$ cat src/rtl/mem_responder.sv
// -----------------------------------------------------------------------------
// mem_responder
//   Memory-side responder for the CPU controller's memory command interface.
//   Each accepted command (read, write or illegal) is held for WAIT_CYCLES
//   cycles and then completed with a one-cycle mem_ready pulse. Commands are
//   serviced from an internal RAM (mem_addr[8]==0) or from two memory-mapped
//   I/O registers: a read-only switch port and a write-only LED register.
//
// Ports
//   clk        : clock, all state updates on the rising edge
//   reset      : asynchronous active-low reset
//   mem_cmd    : 2'b00 none, 2'b01 read, 2'b10 write, 2'b11 illegal
//   mem_addr   : word address
//   write_data : data for write commands
//   read_data  : registered read result, holds between reads
//   mem_ready  : one-cycle completion pulse
//   bus_err    : one-cycle pulse with mem_ready for unmapped/illegal accesses
//   switches   : asynchronous board switches (synchronised internally)
//   leds       : LED register
// -----------------------------------------------------------------------------
module mem_responder #(
    parameter int                DATA_W      = 16,
    parameter int                ADDR_W      = 9,
    parameter int                RAM_DEPTH   = 256,
    parameter int                WAIT_CYCLES = 1,
    parameter logic [ADDR_W-1:0] LED_ADDR    = 9'h100,
    parameter logic [ADDR_W-1:0] SW_ADDR     = 9'h140
) (
    input  logic              clk,
    input  logic              reset,
    input  logic [1:0]        mem_cmd,
    input  logic [ADDR_W-1:0] mem_addr,
    input  logic [DATA_W-1:0] write_data,
    output logic [DATA_W-1:0] read_data,
    output logic              mem_ready,
    output logic              bus_err,
    input  logic [7:0]        switches,
    output logic [7:0]        leds
);

    localparam int RAM_AW = $clog2(RAM_DEPTH);

    localparam logic [1:0] CMD_NONE  = 2'b00;
    localparam logic [1:0] CMD_READ  = 2'b01;
    localparam logic [1:0] CMD_WRITE = 2'b10;

    // Wait counter is 3 bits wide: WAIT_CYCLES is limited to 0..7.
    localparam logic [2:0] WAIT_LOAD = 3'(WAIT_CYCLES);

    typedef enum logic [1:0] {
        ST_IDLE = 2'b00,
        ST_WAIT = 2'b01,
        ST_DONE = 2'b10
    } state_t;

    // Resolved operation for a (command, address) pair.
    typedef enum logic [2:0] {
        OP_NONE   = 3'd0,
        OP_RAM_RD = 3'd1,
        OP_RAM_WR = 3'd2,
        OP_SW_RD  = 3'd3,
        OP_LED_WR = 3'd4,
        OP_ERR    = 3'd5
    } op_t;

    // Address/command decode. Anything in the upper half that is not the
    // matching MMIO register for the direction is an error, as is cmd 2'b11.
    function automatic op_t decode_op(input logic [1:0] cmd,
                                      input logic [ADDR_W-1:0] addr);
        op_t op;
        op = OP_NONE;
        case (cmd)
            CMD_NONE: begin
                op = OP_NONE;
            end
            CMD_READ: begin
                if (addr[ADDR_W-1] == 1'b0) begin
                    op = OP_RAM_RD;
                end else if (addr == SW_ADDR) begin
                    op = OP_SW_RD;
                end else begin
                    op = OP_ERR;
                end
            end
            CMD_WRITE: begin
                if (addr[ADDR_W-1] == 1'b0) begin
                    op = OP_RAM_WR;
                end else if (addr == LED_ADDR) begin
                    op = OP_LED_WR;
                end else begin
                    op = OP_ERR;
                end
            end
            default: begin
                op = OP_ERR;
            end
        endcase
        return op;
    endfunction

    state_t              state_r;
    logic [2:0]          cnt_r;
    logic [1:0]          cmd_r;
    logic [ADDR_W-1:0]   addr_r;
    logic [DATA_W-1:0]   wdata_r;
    logic [DATA_W-1:0]   read_data_r;
    logic                mem_ready_r;
    logic                bus_err_r;
    logic [7:0]          leds_r;
    logic [7:0]          sw_meta_r;
    logic [7:0]          sw_sync_r;
    logic [DATA_W-1:0]   ram_r [RAM_DEPTH];

    logic                complete_s;
    logic [1:0]          op_cmd_s;
    logic [ADDR_W-1:0]   op_addr_s;
    logic [DATA_W-1:0]   op_wdata_s;
    op_t                 op_s;
    logic                ram_we_s;

    // Completion decode: identifies the edge that enters DONE and selects the
    // command fields to act on. With zero wait states that edge is the
    // acceptance edge itself, so the live inputs are used instead of the
    // captured copies.
    always_comb begin
        complete_s = 1'b0;
        op_cmd_s   = cmd_r;
        op_addr_s  = addr_r;
        op_wdata_s = wdata_r;
        if (!reset) begin
            complete_s = 1'b0;
        end else begin
            case (state_r)
                ST_IDLE: begin
                    if ((WAIT_LOAD == 3'd0) && (mem_cmd != CMD_NONE)) begin
                        complete_s = 1'b1;
                        op_cmd_s   = mem_cmd;
                        op_addr_s  = mem_addr;
                        op_wdata_s = write_data;
                    end else begin
                        complete_s = 1'b0;
                    end
                end
                ST_WAIT: begin
                    if (cnt_r == 3'd1) begin
                        complete_s = 1'b1;
                    end else begin
                        complete_s = 1'b0;
                    end
                end
                ST_DONE: begin
                    complete_s = 1'b0;
                end
                default: begin
                    complete_s = 1'b0;
                end
            endcase
        end
        if (complete_s) begin
            op_s = decode_op(op_cmd_s, op_addr_s);
        end else begin
            op_s = OP_NONE;
        end
        ram_we_s = (op_s == OP_RAM_WR);
    end

    // RAM write port; deliberately has no reset so contents survive reset.
    always_ff @(posedge clk) begin
        if (ram_we_s) begin
            ram_r[op_addr_s[RAM_AW-1:0]] <= op_wdata_s;
        end
    end

    // Two-flop synchroniser for the asynchronous board switches.
    always_ff @(posedge clk or negedge reset) begin
        if (!reset) begin
            sw_meta_r <= 8'h00;
            sw_sync_r <= 8'h00;
        end else begin
            sw_meta_r <= switches;
            sw_sync_r <= sw_meta_r;
        end
    end

    // Transaction FSM with registered completion outputs and MMIO/read effects.
    always_ff @(posedge clk or negedge reset) begin
        if (!reset) begin
            state_r     <= ST_IDLE;
            cnt_r       <= 3'd0;
            cmd_r       <= CMD_NONE;
            addr_r      <= {ADDR_W{1'b0}};
            wdata_r     <= {DATA_W{1'b0}};
            read_data_r <= {DATA_W{1'b0}};
            mem_ready_r <= 1'b0;
            bus_err_r   <= 1'b0;
            leds_r      <= 8'h00;
        end else begin
            mem_ready_r <= 1'b0;
            bus_err_r   <= 1'b0;

            case (state_r)
                ST_IDLE: begin
                    if (mem_cmd != CMD_NONE) begin
                        cmd_r   <= mem_cmd;
                        addr_r  <= mem_addr;
                        wdata_r <= write_data;
                        if (WAIT_LOAD == 3'd0) begin
                            state_r <= ST_DONE;
                        end else begin
                            cnt_r   <= WAIT_LOAD;
                            state_r <= ST_WAIT;
                        end
                    end else begin
                        state_r <= ST_IDLE;
                    end
                end
                ST_WAIT: begin
                    cnt_r <= cnt_r - 3'd1;
                    if (cnt_r == 3'd1) begin
                        state_r <= ST_DONE;
                    end else begin
                        state_r <= ST_WAIT;
                    end
                end
                ST_DONE: begin
                    // Single completion cycle; inputs are not sampled here.
                    state_r <= ST_IDLE;
                end
                default: begin
                    state_r <= ST_IDLE;
                end
            endcase

            if (complete_s) begin
                mem_ready_r <= 1'b1;
                case (op_s)
                    OP_RAM_RD: begin
                        read_data_r <= ram_r[op_addr_s[RAM_AW-1:0]];
                    end
                    OP_SW_RD: begin
                        read_data_r <= {{(DATA_W-8){1'b0}}, sw_sync_r};
                    end
                    OP_LED_WR: begin
                        leds_r <= op_wdata_s[7:0];
                    end
                    OP_ERR: begin
                        bus_err_r <= 1'b1;
                        // Unmapped reads return zero; illegal commands and
                        // unmapped writes leave read_data untouched.
                        if (op_cmd_s == CMD_READ) begin
                            read_data_r <= {DATA_W{1'b0}};
                        end else begin
                            read_data_r <= read_data_r;
                        end
                    end
                    default: begin
                        read_data_r <= read_data_r;
                    end
                endcase
            end
        end
    end

    assign read_data = read_data_r;
    assign mem_ready = mem_ready_r;
    assign bus_err   = bus_err_r;
    assign leds      = leds_r;

    mem_responder_checker u_checker (
        .clk       (clk),
        .reset     (reset),
        .mem_ready (mem_ready_r),
        .bus_err   (bus_err_r)
    );

endmodule

// -----------------------------------------------------------------------------
// mem_responder_checker
//   Protocol properties of the completion handshake.
//
// Ports
//   clk, reset : clock and asynchronous active-low reset
//   mem_ready  : completion pulse from the responder
//   bus_err    : error pulse from the responder
// -----------------------------------------------------------------------------
module mem_responder_checker (
    input logic clk,
    input logic reset,
    input logic mem_ready,
    input logic bus_err
);

    // An error is only ever reported together with a completion.
    a_err_with_ready: assert property (
        @(posedge clk) disable iff (!reset) bus_err |-> mem_ready
    );

    // Completion is a single-cycle pulse.
    a_ready_single: assert property (
        @(posedge clk) disable iff (!reset) mem_ready |=> !mem_ready
    );

endmodule

$ cat config.mk
export PLATFORM = sky130hd
export DESIGN_NAME = mem_responder
export DESIGN_NICKNAME = d
export VERILOG_FILES = /design/src/rtl/mem_responder.sv
export SDC_FILE = /design/constraint.sdc
export NUM_CORES = 2
export LEC_CHECK = 0
export ABC_CLOCK_PERIOD_IN_PS = 3600
export BUFFER_PORTS_ARGS = -buffer_cell sky130_fd_sc_hd__buf_4
export CAP_MARGIN = 30
export CELL_PAD_IN_SITES_DETAIL_PLACEMENT = 1
export CELL_PAD_IN_SITES_GLOBAL_PLACEMENT = 2
export CORE_ASPECT_RATIO = 1.2
export CORE_MARGIN = 2
export CORE_UTILIZATION = 40
export CTS_BUF_LIST = sky130_fd_sc_hd__clkbuf_4 sky130_fd_sc_hd__clkbuf_8 sky130_fd_sc_hd__clkbuf_16
export DETAILED_ROUTE_END_ITERATION = 8
export PLACE_DENSITY = 0.76
export SETUP_SLACK_MARGIN = 0.3
export SYNTH_ARGS = -nofsm -noshare
export SYNTH_HDL_FRONTEND = slang
export SYNTH_SLANG_ARGS = --single-unit
$ cat constraint.sdc
create_clock -name clk -period 3.6 [get_ports clk]
set_input_delay 0.72 -clock clk [delete_from_list [all_inputs] [get_ports clk]]
set_output_delay 0.72 -clock clk [all_outputs]
set_load 0.02 [all_outputs]
==> impl_metrics.yaml <==
final_layout:
  drive_gt1_share_pct: 37.3
  seq_area_um2: 125000
  final_core_util_pct: 48.1
  final_net_count: 8205
  area_growth_pct: 19.8
  multi_input_area_um2: 34100
  post_layout_nonfiller_instances: 13700
  fillCellCount: 35500
logic_synthesis:
  synth-main-ff-cell: "edfxtp_1"
  synthArstFlopShare_pct: 1.77
  netlist_top_cells_count: "4096 x edfxtp_1, 1075 x mux4_2, 344 x nor2_1, 168 x nand2_1, 164 x mux2i_1"
  synth_top_cell_by_area: "edfxtp_1"
  synth_top_area_share_pct: 77.0
  netlist_top_cells_area: "edfxtp_1 77%, mux4_2 15%, dfrtp_1 1.2%"
  synthCells: 7003
  synth_nets: 7042
  seq_area_frac_synth_pct: 78.2
  synth_cell_type_count: 68
  syn_area_um2: 160000
  avgSynthCellArea_um2: 22.8
  ys_seq_elements: 4170
  synth_edf_count: 4096
  yosys_warnings: 0
  synth.most_common_cell: "edfxtp_1"
sta:
  tightestPinTransition_ns: 1.31
  finClkSkew_ns: 0.104
  drv_slew: 0
  setup_viol: 0
  min_period_ns: 3.49
  timing.fmax_mhz: 287
  hold_violations: 0
  rsz0062_at_grt: "yes"
  post-route-period-util_pct: 96.9
  slew_headroom_pct: 12.5
global_routing:
  grt_pass1_vias: 86000
  gr-usage-all-layers_pct: 24.9
  grt-ovfl-total: 0
  grt_pass1_wl_mm: 705
  antenna_found_initial: 36
  grt_max_degree: 193
  met1_usage_pct: 31.9
  grtUsageMet2_pct: 39.8
  grt_busiest_layer: "met2"
  grt_use_met3_pct: 5.57
setup_path:
  crit_fanout: 16
  cp-end-kind: "flop"
  cp-start-kind: "flop"
  crit_type: "reg2reg"
  crit_required_ns: 4.50
  cp.arrival_ns: 4.39
placed_design:
  dp_cells: 12800
  portBuffers: 62
  place_hpwl_mm: 321
  gp_congestion: 0.930
drt:
  ant_nets: 0
  drc: 0
  num_vias: 83800
  routedWlPerCell_um: 37.2
  firstDrtPassIters: 5
  drt_iter0_drc: 11600
  routed_wl_mm: 512
  viasPerCell: 6.10
clock_tree:
  root_buffer: "clkbuf_16"
  htree_num_levels: 5
  numCtsBuffers: 400
  cts_tree: "yes"
  clk-insertion-delay-late_ns: 1.00
  clk_path_buf_depth: 4
  path_clk_slew_ns: 0.07
  cts_sinks: 4170
floorplan:
  core_um2: 398000
  die_h_um: 696
  ioPinCount: 63
  die_x_um: 581
  rows: 254
  start_util_pct: 40.1
  die-area_um2: 404000
pwr:
  power.total_w: 0.164
  peakVddDrop_mv: 0.640
  power.leakage_nw: 61.2
  pwr_density_cell_nw_per_um2: 855
hold_path:
  min_path_type: "in2reg"
flow_run:
  maxCapViolCount: 0
run_status:
  outcome: "finished clean"
## through the flow
stage	TNS (ns)	setup slack [ns]	hold WS (ns)	cell area, µm²
5_1_grt	0	0.108	0.0207	191000
3_5_place_dp	-2.34	-0.459	0.344	175000
3_3_place_gp	-3.05	-0.613	0.339	175000
6_report	0	0.113	0.0526	191000
2_1_floorplan	-784.31	-0.382	0.331	160000
4_1_cts	0	0.188	0.000342	190000
## worst paths after layout
| kind | slack, ns | end | cells past startpoint | from |
|---|---|---|---|---|
| setup reg to reg | 0.11 | read_data[2]$_DFFE_PN0P_ | 13 | addr_r[1]$_DFFE_PN0P_ |
| max in group asynchronous | 1.77 | addr_r[3]$_DFFE_PN0P_ | 4 | reset |
| min in group asynchronous | 0.45 | state_r[0]$_DFF_PN0_ | 3 | reset |
| setup / recovery | 0.11 | read_data[2]$_DFFE_PN0P_ | 13 | addr_r[1]$_DFFE_PN0P_ |
| hold reg to reg | 0.34 | sw_sync_r[5]$_DFF_PN0_ | 0 | sw_meta_r[5]$_DFF_PN0_ |
| hold / removal | 0.05 | op_wdata_s[3]$_DFFE_PN0P_ | 2 | write_data[3] |
## cell usage in the layout (no fill, tap or decap), types with 13 or more instances in the layout
cell type / instances
dfrtp_4: 21
buf_16: 35
mux2i_1: 152
a22oi_1: 76
buf_12: 212
dfrtp_1: 51
nand2b_1: 14
a31oi_1: 20
clkbuf_4: 84
mux2_2: 45
mux4_2: 1075
o21ai_0: 42
diode_2: 17
clkinv_2: 71
clkbuf_16: 411
nand3_1: 31
edfxtp_1: 4096
and2_1: 16
clkinv_1: 85
buf_4: 801
buf_6: 45
a22o_1: 37
nand2_1: 157
nor3_1: 21
a211oi_1: 20
a221oi_2: 13
nor2_1: 242
dlygate4sd3_1: 19
o22ai_1: 45
bufbuf_16: 16
o211ai_1: 13
nor2_2: 97
a21oi_1: 28
a22oi_2: 18
a221oi_1: 30
bufinv_16: 31
## per-layer routing
metal,share of wire (%),up-vias,wire [µm]
met4,6.2,10,31700
met3,10,1087,52000
met5,0.014,-,71
li1,-,32200,-
met2,48,5252,244000
met1,36,45300,185000
## kinds of logic (layout without fill, tap and decap cells)
group,Yosys count,count (layout),synth area share (%)
AO/OA/AOI/OAI,460,460,2.12
adder cells (fa/ha/maj),2,2,0.0157
buffers and inverters,396,1874,1.31
flip-flops,4170,4170,78.2
multiplexers,1285,1285,16.5
other,0,17,0
AND/OR/NAND/NOR,690,690,1.89
## critical path, stage by stage (launching register included)
cell and delay (ns):
dfrtp_4 0.52, buf_12 0.16, buf_12 0.13, buf_16 0.17, buf_16 0.19, nor2_1 0.18
nand2_2 0.19, nor4_2 0.32, buf_4 0.27, a22o_1 0.52, a211oi_4 0.12, nand3_1 0.13
buf_4 0.20, o221a_1 0.20
## layout make-up
type                            count  share of cell area [%]
Antenna cell                       17                  0.0222
Clock buffer                      491                    5.63
Clock inverter                    226                    1.12
Inverter                            8                  0.0196
Multi-Input combinational cell   2437                    17.8
Sequential cell                  4170                    65.3
Tap cell                         5248                    3.43
Timing Repair Buffer             1149                    6.70
## repair_timing
action,CTS,global route
endpoints found under the setup margin,127,249
resized for setup,187,104
pin swaps,33,27
setup buffers,58,65
hold endpoints to repair,35,0
cloned,24,8
hold buffers,19,0
## power by group
| part | switching, W | total [W] | internal [W] |
|---|---|---|---|
| registers | 0.00194 | 0.0628 | 0.0609 |
| clock network | 0.0186 | 0.0421 | 0.0236 |
| logic | 0.0355 | 0.0586 | 0.0232 |
## flip-flops by register name (all words and copies together) (netlist names)
signal      cells
ram_r        4096
op_wdata_s     16
read_data      16
addr_r          9
leds            8
sw_meta_r       8
sw_sync_r       8
cnt_r           3
cmd_r           2
state_r         2
bus_err         1
mem_ready       1
(Power assumes the default switching activity.)
